$ cat config.mk
export PLATFORM = sky130hd
export DESIGN_NAME = rst_sequencer
export DESIGN_NICKNAME = d
export VERILOG_FILES = /design/src/rtl/rst_seq_pkg.sv /design/src/rtl/rst_sequencer.sv
export SDC_FILE = /design/constraint.sdc
export NUM_CORES = 1
export LEC_CHECK = 0
export ABC_AREA = 1
export CORE_ASPECT_RATIO = 1.25
export CORE_MARGIN = 10
export CORE_UTILIZATION = 49
export DETAILED_ROUTE_END_ITERATION = 10
export PLACE_DENSITY = 0.73
export RECOVER_POWER = 50
export SETUP_SLACK_MARGIN = 0.1
export SLEW_MARGIN = 20
export SYNTH_ARGS = -nofsm -noshare
export SYNTH_HDL_FRONTEND = slang
export SYNTH_SLANG_ARGS = --single-unit
$ cat constraint.sdc
create_clock -name CLK -period 1.4 [get_ports CLK]
set_input_delay 0.28 -clock CLK [delete_from_list [all_inputs] [get_ports CLK]]
set_output_delay 0.28 -clock CLK [all_outputs]
set_load 0.02 [all_outputs]
$ cat src/rtl/rst_seq_pkg.sv
// Shared definitions for the reset sequencer: FSM state encoding and counter sizing.
package rst_seq_pkg;

    typedef enum logic [1:0] {
        HOLD       = 2'd0,
        RELEASE    = 2'd1,
        RUN        = 2'd2,
        ASSERT_SEQ = 2'd3
    } seq_state_e;

    function automatic int seq_cnt_width(input int hold_cycles, input int release_dly);
        int longest;
        longest = (hold_cycles > release_dly) ? hold_cycles : release_dly;
        return $clog2(longest + 1);
    endfunction

endpackage

$ cat src/rtl/rst_sequencer.sv
// Ordered domain reset sequencer with software reset handshake.
// Optional macro RST_SEQ_REVERSE_ASSERT_EN: software reset asserts domains one per cycle, highest index first.
module rst_sequencer
    import rst_seq_pkg::*;
#(
    parameter int NUM_DOMAINS = 3,
    parameter int HOLD_CYCLES = 16,
    parameter int RELEASE_DLY = 4
) (
    input  logic                   CLK,
    input  logic                   RST,
    input  logic                   SW_RST_REQ,
    output logic                   SW_RST_ACK,
    output logic [NUM_DOMAINS-1:0] DOM_RST_N,
    output logic                   SEQ_DONE
);

    localparam int CNT_W = seq_cnt_width(HOLD_CYCLES, RELEASE_DLY);
    localparam int IDX_W = (NUM_DOMAINS > 1) ? $clog2(NUM_DOMAINS) : 1;
    localparam logic [CNT_W-1:0] HOLD_LAST = CNT_W'(HOLD_CYCLES - 1);
    localparam logic [CNT_W-1:0] DLY_LAST  = CNT_W'(RELEASE_DLY - 1);
    localparam logic [CNT_W-1:0] CNT_MAX   = '1;

    seq_state_e             state_q, state_nxt;
    logic [CNT_W-1:0]       cnt_q, cnt_nxt, cnt_sat;
    logic [IDX_W-1:0]       idx_q, idx_nxt, idx_inc;
    logic [NUM_DOMAINS-1:0] dom_q, dom_nxt;
    logic                   done_q, done_nxt;
    logic                   ack_q, ack_nxt;

    logic hold_end, rel_end, last_rel, accept;

    assign cnt_sat  = (cnt_q == CNT_MAX) ? cnt_q : cnt_q + 1'b1;
    assign idx_inc  = idx_q + 1'b1;
    assign hold_end = (state_q == HOLD) && (cnt_q == HOLD_LAST);
    assign rel_end  = (state_q == RELEASE) && (cnt_q == DLY_LAST);
    assign last_rel = (hold_end && (NUM_DOMAINS == 1)) ||
                      (rel_end && (int'(idx_q) == NUM_DOMAINS - 2));
    // A request still held on the final release edge is taken there, so RUN never shows SEQ_DONE.
    assign accept   = SW_RST_REQ && ((state_q == RUN) || last_rel);

    always_ff @(posedge CLK or posedge RST) begin
        if (RST) begin
            state_q <= HOLD;
            cnt_q   <= '0;
            idx_q   <= '0;
            dom_q   <= '0;
            done_q  <= 1'b0;
            ack_q   <= 1'b0;
        end else begin
            state_q <= state_nxt;
            cnt_q   <= cnt_nxt;
            idx_q   <= idx_nxt;
            dom_q   <= dom_nxt;
            done_q  <= done_nxt;
            ack_q   <= ack_nxt;
        end
    end

    always_comb begin
        state_nxt = state_q;
        case (state_q)
            HOLD:    if (hold_end) state_nxt = (NUM_DOMAINS == 1) ? RUN : RELEASE;
            RELEASE: if (last_rel) state_nxt = RUN;
`ifdef RST_SEQ_REVERSE_ASSERT_EN
            ASSERT_SEQ: if (idx_q == '0) state_nxt = HOLD;
`endif
            default: ;
        endcase
        if (accept) begin
`ifdef RST_SEQ_REVERSE_ASSERT_EN
            state_nxt = (NUM_DOMAINS == 1) ? HOLD : ASSERT_SEQ;
`else
            state_nxt = HOLD;
`endif
        end
    end

    always_comb begin
        dom_nxt  = dom_q;
        done_nxt = done_q;
        ack_nxt  = 1'b0;
        cnt_nxt  = cnt_q;
        idx_nxt  = idx_q;
        case (state_q)
            HOLD: begin
                dom_nxt = '0;
                cnt_nxt = cnt_sat;
                if (hold_end) begin
                    dom_nxt[0] = 1'b1;
                    cnt_nxt    = '0;
                    idx_nxt    = '0;
                end
            end
            RELEASE: begin
                cnt_nxt = cnt_sat;
                if (rel_end) begin
                    dom_nxt[idx_inc] = 1'b1;
                    cnt_nxt          = '0;
                    idx_nxt          = idx_inc;
                end
            end
`ifdef RST_SEQ_REVERSE_ASSERT_EN
            ASSERT_SEQ: begin
                dom_nxt[idx_q] = 1'b0;
                idx_nxt        = idx_q - 1'b1;
                cnt_nxt        = '0;
            end
`endif
            default: ;
        endcase
        if (last_rel) done_nxt = 1'b1;
        if (accept) begin
            ack_nxt  = 1'b1;
            done_nxt = 1'b0;
            cnt_nxt  = '0;
`ifdef RST_SEQ_REVERSE_ASSERT_EN
            dom_nxt[NUM_DOMAINS-1] = 1'b0;
            idx_nxt                = IDX_W'(NUM_DOMAINS - 2);
`else
            dom_nxt = '0;
`endif
        end
    end

    assign DOM_RST_N  = dom_q;
    assign SEQ_DONE   = done_q;
    assign SW_RST_ACK = ack_q;

endmodule

==> results of run 1 <==
## through the flow
| stage | util [%] | TNS (ns) | instances | hold WS [ns] |
|---|---|---|---|---|
| 2_1_floorplan | - | 0 | 101 | 0.169 |
| 3_3_place_gp | 61.5 | -0.247 | 133 | 0.478 |
| 3_5_place_dp | 61.5 | -0.492 | 133 | 0.488 |
| 4_1_cts | 66.0 | 0 | 140 | 0.294 |
| 5_1_grt | 67.3 | 0 | 141 | 0.529 |
| 6_report | 67.3 | 0 | 141 | 0.500 |
## sequential cells by signal (all words and copies together) (netlist names)
| name | cells |
|---|---|
| SW_RST_ACK | 1 |
| state_q | 2 |
| DOM_RST_N | 3 |
| cnt_q | 5 |
| SEQ_DONE | 1 |
| idx_q | 2 |
## layout make-up
cell class,count,area (um2)
clock buffer,3,22.5
sequential,14,350
timing repair buffer,19,154
fill,134,524
inverter,18,67.6
tap,18,22.5
multi-input combinational,69,460
## final timing paths
check                           startpoint  depth (start not counted)  slack (ns)         end
max in group asynchronous              RST                          3        0.30  state_q[0]
worst max register to register    cnt_q[0]                          7        0.06    cnt_q[0]
worst min-delay path              SEQ_DONE                          2        0.50    SEQ_DONE
worst max-delay path              cnt_q[0]                          7        0.06    cnt_q[0]
worst min register to register    SEQ_DONE                          2        0.50    SEQ_DONE
min in group asynchronous              RST                          3        0.63    SEQ_DONE
## cell usage after synthesis, types with 2 or more instances
master   count
nand2_1     21
inv_1       15
dfrtp_1     14
nand3_1      8
nand2_2      5
nor2_1       5
o21ai_0      5
ha_1         4
nor2_2       4
a21oi_1      3
inv_2        3
nand4_1      3
nand3_2      2
nor2_4       2
## report_power, final
part	internal (mW)	leakage (nW)	switching (mW)
Sequential	0.570	0.180	0.146
Combinational	0.577	0.403	0.741
Clock	0.100	0.0138	0.129
Total	1.25	0.597	1.02
## what timing repair did
action,4_1_cts,5_1_grt
pin swaps,2,5
gates resized for setup,12,9
cloned,1,0
setup endpoints to repair,19,17
buffers inserted,3,1
## worst max-delay path: stages (launching register included)
cell	delay [ns]
dfrtp_1	0.39
ha_4	0.19
nand2_2	0.08
nor2_4	0.14
nand2_1	0.07
o21a_4	0.24
nand2_4	0.09
nor2_2	0.03
## logic make-up after synthesis
family	after synthesis	share of synthesized area, %
and+or+nand+nor	52	33.8
DFF	14	41.7
adders and majority gates	4	5.95
buffers and inverters	19	9.37
xor gates and xnor gates	1	1.04
AOI/OAI and AO/OA	11	8.18
## placed cells by master, fill, tap and decap left out, types with 3 or more instances in the layout
cell type / n
a21oi_1: 3
buf_4: 11
clkbuf_4: 3
dfrtp_1: 14
ha_1: 3
inv_1: 13
inv_2: 5
nand2_1: 19
nand2_2: 4
nand2_4: 5
nand3_1: 8
nand4_1: 3
nor2_1: 5
nor2_2: 3
nor2_4: 3
o21ai_1: 4
## routing by layer
layer  global-route usage, %  routed length, um  vias to the layer above
li1                        -                  -                      365
met1                    10.5                681                      352
met2                    19.8               1070                        7
met3                    2.69                 49                        5
met4                    4.41                 36                        0
met5                       0                  0                        -
==> metrics.txt, run 1 <==
status completed; Max-slew headroom 49.3%; drt total wl 1840 um; peak fanout along the critical path 4; MaxCap Viol Count 0; Critical Path End Type flip-flop; vias in the first global route approximately 740; clock latency at the later pin of the worst-skew pair 0.28 ns; # hold bufs at CTS 0; CP required 1.58 ns; largest cells by area after synthesis dfrtp_1 42%, nand2_1 9.4%, inv_1 6.7%; Final WS setup roughly 0.06 ns; Yosys top cell by area dfrtp_1; critical path arrival roughly 1.5 ns; async set-reset flop share out of synthesis 100%; CTS tree yes; Post-DP HPWL 1290 um; Peak VDD IR about 1.2 mV; via count between 700 and 800; GRT Util Overall 10.5%; Port Buf Inserts 7; RD Place Congestion 0.865; largest net degree at the start of global routing 15; Inserted Diodes 0; crit path time final 1.34 ns; post-synth top area share 41.7%; Post-synth EDFFs 0; Die Span X 57.1 um; drt first pass iters 4; ys flop type dfrtp_1; Gate Count Post-Synth just over 100; CTS H-tree depth 1; area post-placement 985 um2; Worst-Margin Slew 0.761 ns; layout cells sized above 1 32.5%; CP Class reg -> reg; CTS buffer count 3; Fmax 746 MHz; Worst Hold Class reg -> reg; Remaining Overflow, GRT 0; final cycle utilization of the critical path 95.7%; power per cell area 2100 mW/mm2; Final Power 2.26 mW; die area 0.00378 mm2; Starting Density 52.5%; Die H 66.3 um; synth warn 0; register area share after synthesis 41.7%; initial antenna violation count 0; post-synth net total 108; Nets 132; Synth Area per Inst 8.32 um2; post-route cell area around 0.0011 mm2; clk sinks 14; #FFs+latches synth 14; Lkg Pwr 0.597 nW; Setup crit start kind flip-flop; Unique masters post-synth 21; mapped cell area ~840 um2; Final Hold Viols 0; first-pass GRT wire length around 3200 um; residual DRC count 0; final setup vio count 0; Clock Pin Slew Worst Setup and Hold Paths 0.08 ns; Via-to-Cell Ratio 5.17; pre-CTS setup slack -0.227 ns; routed len/inst 13.0 um; Slew Viols, Final 0; Site Rows 16; Layout area overhead 28.1%; Clock Path Buffers 2; Final Skew between 0.0006 and 0.0007 ns; Routed Antenna Nets 0; RSZ-0062 raised after global routing yes; root buf cell clkbuf_4; IO Count 8; Iteration-0 DRC Markers 15; placeable core area 0.00160 mm2
(Power assumes the default switching activity.)
==> run 2, diff against run 1 <==
--- a/config.mk
+++ b/config.mk
@@ -9,7 +9,6 @@
 export CORE_ASPECT_RATIO = 1.25
 export CORE_MARGIN = 10
-export CORE_UTILIZATION = 49
+export CORE_UTILIZATION = 30
 export DETAILED_ROUTE_END_ITERATION = 10
-export PLACE_DENSITY = 0.73
 export RECOVER_POWER = 50
 export SETUP_SLACK_MARGIN = 0.1
==> constraint.sdc (replaced) <==
create_clock -name CLK -period 1.4 [get_ports CLK]
set_input_delay 0.28 -clock CLK [delete_from_list [all_inputs] [get_ports CLK]]
set_output_delay 0.28 -clock CLK [all_outputs]
set_load 0.05 [all_outputs]
==> run 2 against run 1 <==
Compared with the run above: critical path depth is 1 higher; core utilization is 23 points lower; maximum frequency is 2.0% higher; sequential power is 3.5% higher; critical endpoint is now cnt_q[4]; design area is 10% higher; wire length is 0.43% higher.
==> metrics.txt, run 2 (synthesis gave the netlist of run 1 again) <==
status completed (unchanged); power per cell area 2180 mW/mm2 (was 2100 mW/mm2); root buf cell clkbuf_4 (unchanged); via count 720 (was 729); P_int 1.42 mW (was 1.25 mW); slowest stage delay, CP 0.40 ns (was 0.39 ns); Fmax 761 MHz (was 746 MHz); die area 0.00533 mm2 (was 0.00378 mm2); Nets 133 (was 132); Lkg Pwr 0.636 nW (was 0.597 nW); Port Buf Inserts 7 (unchanged); Critical Path End Type flip-flop (unchanged); critical path arrival 1.49 ns (was 1.52 ns); clock latency at the later pin of the worst-skew pair 0.28 ns (about the same); peak fanout along the critical path 6 (was 4); Final Hold Viols 0 (unchanged); GRT Util Overall 7.94% (was 10.5%); first-pass GRT wire length 3350 um (was 3200 um); Worst-Margin Slew 0.794 ns (was 0.761 ns); CTS H-tree depth 1 (unchanged); commonest non-fill, non-tap cells in the layout 18 x nand2_1, 14 x dfrtp_1, 14 x inv_1 (was 19 x nand2_1, 14 x dfrtp_1, 13 x inv_1); Site Rows 21 (was 16); Remaining Overflow, GRT 0 (unchanged); Via-to-Cell Ratio 4.53 (was 5.17); Clock power frac 11.4% (was 10.1%); Inserted Diodes 0 (unchanged); Peak VDD IR 1.35 mV (was 1.20 mV); Layout area overhead 41.4% (was 28.1%); fin cells 159 (was 141); layout cells sized above 1 39.2% (was 32.5%); MaxCap Viol Count 0 (unchanged); pre-CTS setup slack -0.179 ns (was -0.227 ns); Final WS setup 0.0855 ns (was 0.0595 ns); Die H 79.2 um (was 66.3 um); Setup crit start kind flip-flop (unchanged); crit path buf inv count 0 (unchanged); final setup vio count 0 (unchanged); Net Switching 1.17 mW (was 1.02 mW); R2R depth 8 (was 7); max reg flops 5 (unchanged); commonest non-fill, non-tap cell in the layout nand2_1 (unchanged); CP delay by family, top simple AND/OR/NAND/NOR gates (unchanged); most frequent CP cell nand2_4; RD Place Congestion 0.830 (was 0.865); IO Count 8 (unchanged); Reg power frac 28.6% (was 31.6%); Routed Antenna Nets 0 (unchanged); largest net degree at the start of global routing 15 (unchanged); clk sinks 14 (unchanged); Max-slew headroom 47.1% (was 49.3%); Iteration-0 DRC Markers 17 (was 15); Post-DP HPWL 1330 um (was 1290 um); crit path time final 1.31 ns (was 1.34 ns); CP Class reg -> reg (unchanged); drt total wl 1850 um (was 1840 um); CTS tree yes (unchanged); vias in the first global route 769 (was 736); initial antenna violation count 0 (unchanged); drt first pass iters 4 (unchanged); final hold slack 0.527 ns (was 0.500 ns); setup TNS 0 ns (unchanged); Crit path depth 8 (was 7); CTS buffer count 3 (unchanged); placeable core area 0.00268 mm2 (was 0.00160 mm2); Reg with most FFs cnt_q (unchanged); Slowest cell on crit path dfrtp_1 (unchanged); Final Skew 0.00341 ns (was 0.000602 ns); final cycle utilization of the critical path 93.9% (was 95.7%); placed cell count 149 (was 133); WHS Path Cells 2 (unchanged); CP required 1.58 ns (about the same); RSZ-0062 raised after global routing yes (unchanged); Cell Chain, Critical Path ha_4 -> nand2_2 -> nor2_4 -> nand3_4 -> nand2_4 -> nand2_4 -> nand2_4 -> nor2_2 (was ha_4 -> nand2_2 -> nor2_4 -> nand2_1 -> o21a_4 -> nand2_4 -> nor2_2); Switching Fraction 45.1% (was 44.9%); Comb pwr share 59.9% (was 58.3%); Slew Viols, Final 0 (unchanged); # hold bufs at CTS 0 (unchanged); flop2flop setup slack 0.09 ns (was 0.06 ns); Clock Path Buffers 2 (unchanged); Worst Hold Class reg -> reg (unchanged); routed len/inst 11.6 um (was 13.0 um); Final Power 2.59 mW (was 2.26 mW); Clock Pin Slew Worst Setup and Hold Paths 0.09 ns (was 0.08 ns); residual DRC count 0 (unchanged); Starting Density 31.4% (was 52.5%); Die Span X 67.4 um (was 57.1 um)
-- run 2: cell types whose count changed in the layout (fill, tap and decap cells not counted), sizes merged --
cell and change:
dlygate4sd2 -2, clkbuf +1, clkdlybuf4s15 -2, buf +6, clkdlybuf4s25 -1
-- run 2: power by group through the flow --
| stage | sequential (mW) | combinational [mW] | clock, mW |
|---|---|---|---|
| floorplan | 0.877 | 0.742 | 0 |
| global placement | 0.722 | 1.39 | 0 |
| detailed placement | 0.728 | 1.42 | 0 |
| CTS | 0.737 | 1.51 | 0.304 |
| global route | 0.765 | 1.72 | 0.327 |
| finish | 0.741 | 1.55 | 0.297 |
-- run 2: worst paths after layout --
kind | start | end
setup / recovery | cnt_q[0] | cnt_q[4]
hold / removal | idx_q[1] | idx_q[1]
setup reg to reg | cnt_q[0] | cnt_q[4]
hold reg to reg | idx_q[1] | idx_q[1]
max in group asynchronous | RST | DOM_RST_N[1]
min in group asynchronous | RST | cnt_q[1]
-- run 2: final cells by class --
type                            count  area (um2)
Fill cell                         265        1490
Multi-Input combinational cell     69         478
Sequential cell                    14         350
Timing Repair Buffer               20         214
Inverter                           18        67.6
Tap cell                           34        42.5
Clock buffer                        4        36.3
-- run 2: timing repair --
action / in CTS / in global routing
gates cloned: 1 / 0
resized for setup: 6 / 8
pin swaps: 6 / 3
buffers inserted: 3 / 2
setup endpoints to repair: 13 / 12
-- run 2: metrics by stage --
step	util (%)	cell area, um2
after floorplan	-	843
after global placement	39.4	1050
after detailed placement	39.4	1050
after CTS	42.9	1150
after global routing	44.4	1190
final	44.4	1190
-- run 2: layer usage --
metal	wire, um	vias up	track usage, %	part of all wire (%)
li1	-	365	-	-
met1	756	342	8.35	41
met2	975	8	13.3	53
met3	80	5	3.23	4.3
met4	36	0	3.70	1.9
met5	0	-	0	0
-- run 2: worst register-to-register path, cell delays in order (launching register included) --
cell     delay [ns]
dfrtp_1        0.40
ha_4           0.18
nand2_2        0.07
nor2_4         0.15
nand3_4        0.10
nand2_4        0.10
nand2_4        0.09
nand2_4        0.10
nor2_2         0.04
==> run 3, diff against run 2 <==
Settings changed: CTS_BUF_LIST set to sky130_fd_sc_hd__clkbuf_4.
==> run 3 against run 2 <==
Compared with the run above: hold slack worse by 0.00090 ns; via count stayed put; non-clock buffer count is 1 higher; count of clock-buffer cells in the layout is 1 lower; combinational power hardly changed; die area stayed put; critical path type unchanged; largest cell class unchanged.
==> metrics.txt, run 3 (synthesis gave the netlist of run 1 again) <==
Final Skew 0.000823 ns (was 0.00341 ns); root buf cell clkbuf_4 (unchanged); # hold bufs at CTS 0 (unchanged); Setup crit start kind flip-flop (unchanged); slowest stage delay, CP 0.40 ns (about the same); residual DRC count 0 (unchanged); vias in the first global route 761 (was 769); Clock Path Buffers 2 (unchanged); Final Power 2.54 mW (was 2.59 mW); drt first pass iters 4 (unchanged); via count 720 (unchanged); Storage cell area 350 um2 (unchanged); Reg with most FFs cnt_q (unchanged); CP delay by family, top simple AND/OR/NAND/NOR gates (unchanged); Starting Density 31.4% (unchanged); clock latency at the later pin of the worst-skew pair 0.29 ns (was 0.28 ns); Iteration-0 DRC Markers 25 (was 17); Layout area overhead 39.3% (was 41.4%); Min-Delay Endpoint idx_q[1] (unchanged); Remaining Overflow, GRT 0 (unchanged); post-route cell area 0.00117 mm2 (was 0.00119 mm2); Fmax 765 MHz (was 761 MHz); WHS Path Cells 2 (unchanged); MaxCap Viol Count 0 (unchanged); setup TNS 0 ns (unchanged); reg2reg end DOM_RST_N[2] (was cnt_q[4]); Core Util, Final 43.7% (was 44.4%); Post-DP HPWL 1330 um (unchanged); crit path buf inv count 0 (unchanged); RSZ-0062 raised after global routing yes (unchanged); die area 0.00533 mm2 (unchanged); largest net degree at the start of global routing 15 (unchanged); Peak VDD IR 1.23 mV (was 1.35 mV); Critical Path End Type flip-flop (unchanged); Nets 134 (was 133); max reg flops 5 (unchanged); Port Buf Inserts 7 (unchanged); Worst Hold Class reg -> reg (unchanged); most frequent CP cell nand2_4 (unchanged); first-pass GRT wire length 3330 um (was 3350 um); layout cells sized above 1 37.3% (was 39.2%); Lkg Pwr 0.636 nW (about the same); Slew Viols, Final 0 (unchanged); R2R depth 8 (unchanged); Die Span X 67.4 um (unchanged); Site Rows 21 (unchanged); Clock Pin Slew Worst Setup and Hold Paths 0.09 ns (about the same); Worst-Margin Slew 0.790 ns (was 0.794 ns); placeable core area 0.00268 mm2 (unchanged); IO Count 8 (unchanged); final setup vio count 0 (unchanged); worst hold start idx_q[1] (unchanged); Inserted Diodes 0 (unchanged); CTS buffer count 3 (unchanged); Via-to-Cell Ratio 4.50 (was 4.53); commonest non-fill, non-tap cells in the layout 18 x nand2_1, 15 x inv_1, 14 x dfrtp_1 (was 18 x nand2_1, 14 x dfrtp_1, 14 x inv_1); CTS tree yes (unchanged); Routed Antenna Nets 0 (unchanged); CP Class reg -> reg (unchanged); CP required 1.59 ns (was 1.58 ns); Max-slew headroom 47.3% (was 47.1%); initial antenna violation count 0 (unchanged); commonest non-fill, non-tap cell in the layout nand2_1 (unchanged); clk sinks 14 (unchanged); power per cell area 2170 mW/mm2 (was 2180 mW/mm2); GRT Util Overall 7.85% (was 7.94%); Die H 79.2 um (unchanged); peak fanout along the critical path 6 (unchanged); critical path arrival 1.50 ns (was 1.49 ns); routed len/inst 11.8 um (was 11.6 um); fill cell count 269 (was 265); final cycle utilization of the critical path 93.3% (was 93.9%); CTS H-tree depth 1 (unchanged); status completed (unchanged); area post-placement 0.00105 mm2 (unchanged); multi-input combinational cell area 478 um2 (unchanged); Slowest cell on crit path dfrtp_1 (unchanged); Cell Chain, Critical Path ha_4 -> nand2_4 -> nor2_4 -> nand3_4 -> nand2_4 -> nand2_4 -> nand3_1 -> nand2_1 (was ha_4 -> nand2_2 -> nor2_4 -> nand3_4 -> nand2_4 -> nand2_4 -> nand2_4 -> nor2_2); Final Hold Viols 0 (unchanged); crit path time final 1.31 ns (about the same); reg-to-reg startpoint cnt_q[1] (was cnt_q[0]); drt total wl 1890 um (was 1850 um); flop2flop setup slack 0.09 ns (about the same); RD Place Congestion 0.830 (unchanged)
run 3: cell types whose count changed in the layout (fill, tap and decap cells not counted):
cell      change
buf_12        -1
buf_4         +1
clkbuf_2      +1
clkbuf_8      -1
clkinv_1      +1
inv_1         +1
inv_2         -1
nand2_2       -1
nand2_4       +1
nand3_1       +1
nand3_2       -1
run 3: worst max-delay path by stage:
stage / start / end / slack, ns / cells after the start
final: cnt_q[1] / DOM_RST_N[2] / 0.09 / 8
after floorplan: cnt_q[0] / DOM_RST_N[1] / 0.08 / 9
after global placement: SW_RST_REQ / cnt_q[1] / -0.15 / 6
after global routing: cnt_q[1] / state_q[1] / 0.002 / 8
after detailed placement: SW_RST_REQ / cnt_q[1] / -0.18 / 6
after CTS: cnt_q[0] / cnt_q[4] / 0.09 / 7
run 3: worst register-to-register path: stages, from the launching register on:
cell	delay, ns
dfrtp_1	0.40
ha_4	0.19
nand2_4	0.05
nor2_4	0.14
nand3_4	0.11
nand2_4	0.10
nand2_4	0.09
nand3_1	0.08
nand2_1	0.05
run 3: timing repair:
action | in CTS | in global routing
gates resized for setup | 5 | 8
endpoints found under the setup margin | 13 | 12
gates cloned | 1 | 0
pin swaps | 2 | 4
setup buffers | 3 | 3
run 3: area by class of cell:
cell class | count | area share [%]
Clock buffer | 3 | 1.92
Clock inverter | 1 | 0.321
Inverter | 18 | 5.77
Multi-Input combinational cell | 69 | 40.8
Sequential cell | 14 | 29.9
Tap cell | 34 | 3.63
Timing Repair Buffer | 21 | 17.6
run 3: stage by stage:
| stage | cells | worst slack [ns] | hold slack [ns] |
|---|---|---|---|
| CTS | 157 | 0.0922 | 0.291 |
| global placement | 149 | -0.150 | 0.489 |
| floorplan | 101 | 0.0787 | 0.169 |
| global route | 160 | 0.00223 | 0.563 |
| finish | 160 | 0.0932 | 0.526 |
| detailed placement | 149 | -0.179 | 0.510 |
run 3: metal layers:
metal  GRT usage (%)  share of wire (%)  vias up  wire length [um]
met5               0                  0        -                 0
met4            3.70                2.0        0                38
met3            3.37                5.5        5               104
met2            13.0                 52        8               990
met1            8.27                 40      340               759
li1                -                  -      367                 -
run 3: report_power, final:
part / internal (mW) / total, mW / switching (mW) / leakage [nW]
Combinational: 0.694 / 1.56 / 0.866 / 0.441
Sequential: 0.570 / 0.735 / 0.165 / 0.180
Clock: 0.104 / 0.248 / 0.144 / 0.0154
Total: 1.37 / 2.54 / 1.17 / 0.636
